$ cat src/rtl/insight_dcache_resp_tracker.sv
// Pairs hart-0 DCache Insight request/response records by tag and emits completed accesses.
// Optional watchdog: define INSIGHT_DCACHE_TRACKER_TIMEOUT_EN to build the timeout_err comparators.
module insight_dcache_resp_tracker #(
  parameter int TAG_W      = 3,
  parameter int ADDR_W     = 40,
  parameter int TS_W       = 16,
  parameter int FIFO_DEPTH = 4,
  parameter int DROP_W     = 8,
  parameter int TIMEOUT    = 1024
) (
  input  logic              clock,
  input  logic              reset,
  input  logic              req_valid,
  input  logic [TAG_W-1:0]  req_tag,
  input  logic [ADDR_W-1:0] req_addr,
  input  logic [4:0]        req_cmd,
  input  logic              resp_valid,
  input  logic [TAG_W-1:0]  resp_tag,
  output logic              out_valid,
  input  logic              out_ready,
  output logic [ADDR_W-1:0] out_addr,
  output logic [4:0]        out_cmd,
  output logic [TAG_W-1:0]  out_tag,
  output logic [TS_W-1:0]   out_latency,
  output logic [TAG_W:0]    outstanding,
  output logic              dup_err,
  output logic              orphan_err,
  output logic [DROP_W-1:0] drop_cnt,
  output logic              timeout_err
);

  localparam int N  = 1 << TAG_W;
  localparam int PW = $clog2(FIFO_DEPTH);

  logic [N-1:0]      live;
  logic [N-1:0]      live_n;
  logic [ADDR_W-1:0] e_addr [N];
  logic [4:0]        e_cmd  [N];
  logic [TS_W-1:0]   e_ts   [N];
  logic [TS_W-1:0]   ts;

  logic [ADDR_W-1:0] f_addr [FIFO_DEPTH];
  logic [4:0]        f_cmd  [FIFO_DEPTH];
  logic [TAG_W-1:0]  f_tag  [FIFO_DEPTH];
  logic [TS_W-1:0]   f_lat  [FIFO_DEPTH];
  logic [PW:0]       wr_ptr;
  logic [PW:0]       rd_ptr;
  logic [PW:0]       cnt;

  logic hit, orphan, same, dup, alloc;
  logic full, pop, push, drop;
  logic [TS_W-1:0] rec_lat;
  logic [TAG_W:0]  outstanding_n;

  assign hit     = resp_valid && live[resp_tag];
  assign orphan  = resp_valid && !live[resp_tag];
  assign same    = req_valid && resp_valid && (req_tag == resp_tag);
  // A same-tag response retires the old entry before the request lands.
  assign dup     = req_valid && live[req_tag] && !same;
  assign alloc   = req_valid && (!live[req_tag] || same);
  assign rec_lat = ts - e_ts[resp_tag];

  assign cnt       = wr_ptr - rd_ptr;
  assign full      = (cnt == (PW+1)'(FIFO_DEPTH));
  assign out_valid = (cnt != '0);
  assign pop       = out_valid && out_ready;
  assign push      = hit && (!full || pop);
  assign drop      = hit && full && !pop;

  assign outstanding_n = outstanding + (TAG_W+1)'(alloc)
                       - (TAG_W+1)'(hit);

  always_comb begin
    live_n = live;
    if (hit)
      live_n[resp_tag] = 1'b0;
    if (req_valid)
      live_n[req_tag] = 1'b1;
  end

  always_ff @(posedge clock or posedge reset) begin
    if (reset) begin
      live        <= '0;
      ts          <= '0;
      wr_ptr      <= '0;
      rd_ptr      <= '0;
      outstanding <= '0;
      dup_err     <= 1'b0;
      orphan_err  <= 1'b0;
      drop_cnt    <= '0;
    end else begin
      live        <= live_n;
      ts          <= ts + 1'b1;
      outstanding <= outstanding_n;
      if (push)
        wr_ptr <= wr_ptr + 1'b1;
      if (pop)
        rd_ptr <= rd_ptr + 1'b1;
      if (dup)
        dup_err <= 1'b1;
      if (orphan)
        orphan_err <= 1'b1;
      if (drop && drop_cnt != '1)
        drop_cnt <= drop_cnt + 1'b1;
    end
  end

  always_ff @(posedge clock) begin
    if (req_valid) begin
      e_addr[req_tag] <= req_addr;
      e_cmd[req_tag]  <= req_cmd;
      e_ts[req_tag]   <= ts;
    end
    if (push) begin
      f_addr[wr_ptr[PW-1:0]] <= e_addr[resp_tag];
      f_cmd[wr_ptr[PW-1:0]]  <= e_cmd[resp_tag];
      f_tag[wr_ptr[PW-1:0]]  <= resp_tag;
      f_lat[wr_ptr[PW-1:0]]  <= rec_lat;
    end
  end

  assign out_addr    = out_valid ? f_addr[rd_ptr[PW-1:0]] : '0;
  assign out_cmd     = out_valid ? f_cmd[rd_ptr[PW-1:0]]  : '0;
  assign out_tag     = out_valid ? f_tag[rd_ptr[PW-1:0]]  : '0;
  assign out_latency = out_valid ? f_lat[rd_ptr[PW-1:0]]  : '0;

`ifdef INSIGHT_DCACHE_TRACKER_TIMEOUT_EN
  logic to_hit;

  always_comb begin
    to_hit = 1'b0;
    for (int i = 0; i < N; i++)
      if (live[i] && (ts - e_ts[i]) >= TS_W'(TIMEOUT))
        to_hit = 1'b1;
  end

  always_ff @(posedge clock or posedge reset) begin
    if (reset)
      timeout_err <= 1'b0;
    else if (to_hit)
      timeout_err <= 1'b1;
  end
`else
  // Watchdog not built; a non-negative threshold keeps this constant 0.
  assign timeout_err = (TIMEOUT < 0);
`endif

endmodule

$ cat config.mk
export PLATFORM = sky130hd
export DESIGN_NAME = insight_dcache_resp_tracker
export DESIGN_NICKNAME = d
export VERILOG_FILES = /design/src/rtl/insight_dcache_resp_tracker.sv
export SDC_FILE = /design/constraint.sdc
export NUM_CORES = 1
export LEC_CHECK = 0
export CORE_MARGIN = 1
export CORE_UTILIZATION = 54
export DETAILED_ROUTE_END_ITERATION = 10
export GPL_TIMING_DRIVEN = 1
export PLACE_DENSITY = 0.74
export SLEW_MARGIN = 20
export SYNTH_ARGS = -nofsm -noshare
export SYNTH_HDL_FRONTEND = slang
export SYNTH_SLANG_ARGS = --single-unit
$ cat constraint.sdc
create_clock -name clock -period 4.3 [get_ports clock]
set_input_delay 0.645 -clock clock [delete_from_list [all_inputs] [get_ports clock]]
set_output_delay 0.645 -clock clock [all_outputs]
set_load 0.1 [all_outputs]
==> run_results.csv <==
group,metric,value,unit
synthesis,synth-main-ff-cell,"edfxtp_1",
placement,gp_congestion,0.8691,
final_layout,fin_cells,2697,
floorplanning,io_pins,136,
setup_path,worstSetupPathType,"reg -> out",
global_routing,grt_pass1_wl,102300,um
floorplanning,die_w,241.4,um
synthesis,synth_edf_count,744,
cts,cts_made_buffers,75,
detailed_routing,dr_total_vias,16503,
synthesis,yosys_warnings,0,
placement,dpl.cell_count,2553,
detailed_routing,first_pass_iters,5,
timing,finalCritPeriodShare,85.59,%
timing,timing.final.crit_period,3.680,ns
timing,finalMaxSlewViolations,0,
setup_path,crit_family,"buffers and inverters",
synthesis,synth.distinct_cells,65,
placement,io_buffers,134,
global_routing,gr-usage-all-layers,24.10,%
flow_run,cap_viol_max_count,0,
cts,h-tree-depth,3,
setup_path,slowest_stage,"dfrtp_4",
detailed_routing,routed_wl,69160,um
floorplanning,dieHeight,241.4,um
cts,cts_root_buf,"clkbuf_16",
floorplanning,dieArea,58280,sq um
cts,cts_sinks,788,
timing,fin_tns_setup,0,ns
final_layout,drive_gt1_share,21.12,%
cts,cts_tree,"built",
setup_path,arrival,3.04,ns
setup_path,timing.critical_path.buf_inv,2,
timing,rsz0062_at_grt,"false",
final_layout,final_nets,1961,
global_routing,grt_max_degree,68,
detailed_routing,routedWlPerCell,25.64,um
detailed_routing,viasPerCell,6.119,
timing,max_freq,271.7,MHz
floorplanning,num_rows,87,
synthesis,syn_area,30950,sq um
final_layout,design_area,36020,sq um
timing,hold_viol_final,0,
timing,setup_viol,0,
setup_path,cpMostUsedCell,"buf_4",
cts,path_clk_slew,0.06,ns
setup_path,crit_required,3.65,ns
run_status,status,"complete, no violations",
cts,hold_buffers,0,
hold_path,hold_class,"in -> reg",
global_routing,grt_pass1_vias,16463,
synthesis,synth_fp_nets,1756,
cts,postCtsSetupRepairBufs,0,
power_and_ir_drop,power_density,672.8,nW/um^2
synthesis,avgSynthCellArea,18.55,sq um
timing,whs,0.4671,ns
detailed_routing,drc,0,
cts,clk_latency,0.63,ns
cts,clk_path_buf_depth,3,
setup_path,crit_chain,"ha_1 -> and2b_2 -> xnor2_1 -> nand3_2 -> buf_4 -> and2_1 -> buf_4",
global_routing,grt_antenna_before_repair,5,
setup_path,worstSetupStartpointType,"flip-flop",
floorplanning,initial_core_util,54.79,%
floorplanning,core_area,56500,sq um
synthesis,synth_cells,1669,
setup_path,critical_path.max_stage_delay,0.64,ns
timing,skew,0.02598,ns
setup_path,critPathMaxFanout,67,
synthesis,async_flop_share,5.584,%
global_routing,gr-total-overflow,0,
placement,hpwlAfterDp,42480,um
synthesis,ys_ff_latch,788,
timing,slew_headroom,31.34,%
power_and_ir_drop,irDropWorstVdd,1.126,mV
power_and_ir_drop,p_leak,12.40,nW
setup_path,end_kind,"output port",
synthesis,seq_area_frac_synth,75.73,%
final_layout,syn_to_final_growth,16.36,%
timing,worstMarginPinSlew,1.027,ns
cts,cts_resized,0,
detailed_routing,final_antenna_net_count,0,
detailed_routing,first_iter_violations,1602,
placement,placed_area,33530,sq um
-- cells by family (layout without fill, tap and decap cells) --
logic type               count (synthesis)  after routing  synth area share, %
adder cells (fa/ha/maj)                 31             31                1.302
flip-flops                             788            788                75.73
other                                    1              5              0.01211
multiplexers                           172            172                9.624
buffers and inverters                  115            383                1.609
AND/OR/NAND/NOR                        254            254                4.252
AO/OA/AOI/OAI                          265            265                6.249
XOR/XNOR                                43             43                1.217
-- layout make-up --
| class | instances | area (sq um) |
|---|---|---|
| clock inverters | 46 | 484.2 |
| fillers | 3787 | 20480 |
| repair buffers | 217 | 1961 |
| well taps | 756 | 945.9 |
| multi-input cells | 766 | 7083 |
| diodes | 4 | 10.01 |
| inverters | 26 | 97.59 |
| flip-flops and latches | 788 | 23450 |
| clock buffers | 94 | 1989 |
-- synth_stat cells (3+ instances only) --
master / n / area [sq um]
o22ai_1: 4 / 25.02
xnor2_1: 24 / 210.2
a22o_1: 12 / 105.1
nand2_1: 51 / 191.4
ha_1: 29 / 362.9
o21bai_1: 4 / 30.03
inv_1: 25 / 93.84
and2_1: 71 / 444.2
buf_4: 4 / 30.03
a211oi_1: 6 / 45.04
o31ai_1: 7 / 52.55
mux2_2: 24 / 270.3
clkbuf_1: 47 / 176.4
and3_1: 8 / 50.05
nand4_1: 5 / 31.28
or4_1: 3 / 22.52
a221o_1: 20 / 200.2
buf_2: 34 / 170.2
mux2i_1: 49 / 490.5
a22oi_1: 23 / 172.7
a2111oi_0: 3 / 26.28
o22a_1: 3 / 26.28
a222oi_1: 4 / 40.04
nor2b_1: 6 / 37.54
dfrtp_1: 44 / 1101
nor3_1: 8 / 40.04
nand2b_1: 7 / 43.79
nand3_1: 16 / 80.08
edfxtp_1: 744 / 22340
xor2_1: 19 / 166.4
a221oi_1: 55 / 481.7
a21o_1: 11 / 82.58
mux4_2: 98 / 2207
o21ai_0: 44 / 220.2
nor2_1: 67 / 251.5
o221ai_1: 5 / 43.79
a21oi_1: 50 / 250.2
-- power breakdown --
group | switching [mW] | total, mW | internal [mW]
clock | 2.80 | 6.55 | 3.75
combinational | 6.38 | 8.51 | 2.12
sequential | 0.207 | 9.17 | 8.96
total | 9.39 | 24.2 | 14.8
-- worst paths after layout --
path / slack, ns / cells after the start / start / to
max in group asynchronous: 3.03 / 2 / reset / rd_ptr[0]
worst min-delay path: 0.47 / 1 / resp_tag[0] / f_tag[2][0]
worst max-delay path: 0.62 / 7 / rd_ptr[0] / out_addr[27]
worst max register to register: 0.86 / 11 / e_ts[7][4] / f_lat[0][12]
worst min register to register: 0.48 / 1 / dup_err / dup_err
min in group asynchronous: 0.57 / 2 / reset / ts[15]
-- cells in the final DEF, fill, tap and decap left out, drive strengths merged, types with 6 or more instances in the layout --
| master | n |
|---|---|
| mux4 | 98 |
| bufinv | 7 |
| mux2i | 49 |
| dfrtp | 44 |
| xnor2 | 24 |
| clkdlybuf4s50 | 66 |
| nor2 | 68 |
| nand2b | 7 |
| a22oi | 23 |
| nor3 | 8 |
| ha | 29 |
| and2 | 71 |
| a21oi | 50 |
| nand2 | 51 |
| xor2 | 19 |
| and3 | 8 |
| a221o | 20 |
| buf | 151 |
| a221oi | 56 |
| o21ai | 45 |
| edfxtp | 744 |
| clkbuf | 94 |
| nand3 | 16 |
| a21o | 11 |
| inv | 30 |
| mux2 | 25 |
| clkinv | 32 |
| a22o | 12 |
| nor2b | 6 |
| o31ai | 7 |
| a211oi | 6 |
-- stage by stage --
step,util [%],power [mW],setup WS (ns)
2_1_floorplan,-,15.99,-1.341
3_3_place_gp,59.36,17.82,0.2937
3_5_place_dp,59.36,17.90,0.1942
4_1_cts,63.74,24.40,0.5540
5_1_grt,63.75,25.01,0.4490
6_report,63.75,24.23,0.6196
-- state kept, by name (all words and copies together), names as in the netlist, 8 cells and up --
| register | cells |
|---|---|
| drop_cnt | 8 |
| e_addr | 320 |
| e_cmd | 40 |
| e_ts | 128 |
| f_addr | 160 |
| f_cmd | 20 |
| f_lat | 64 |
| f_tag | 12 |
| live | 8 |
| ts | 16 |
-- routing by layer --
layer / track usage [%] / share of wire (%)
met5: 0 / 0.042
met4: 6.943 / 2.0
met3: 3.931 / 8.3
met2: 37.75 / 48
met1: 35.31 / 42
(Power assumes the default switching activity.)
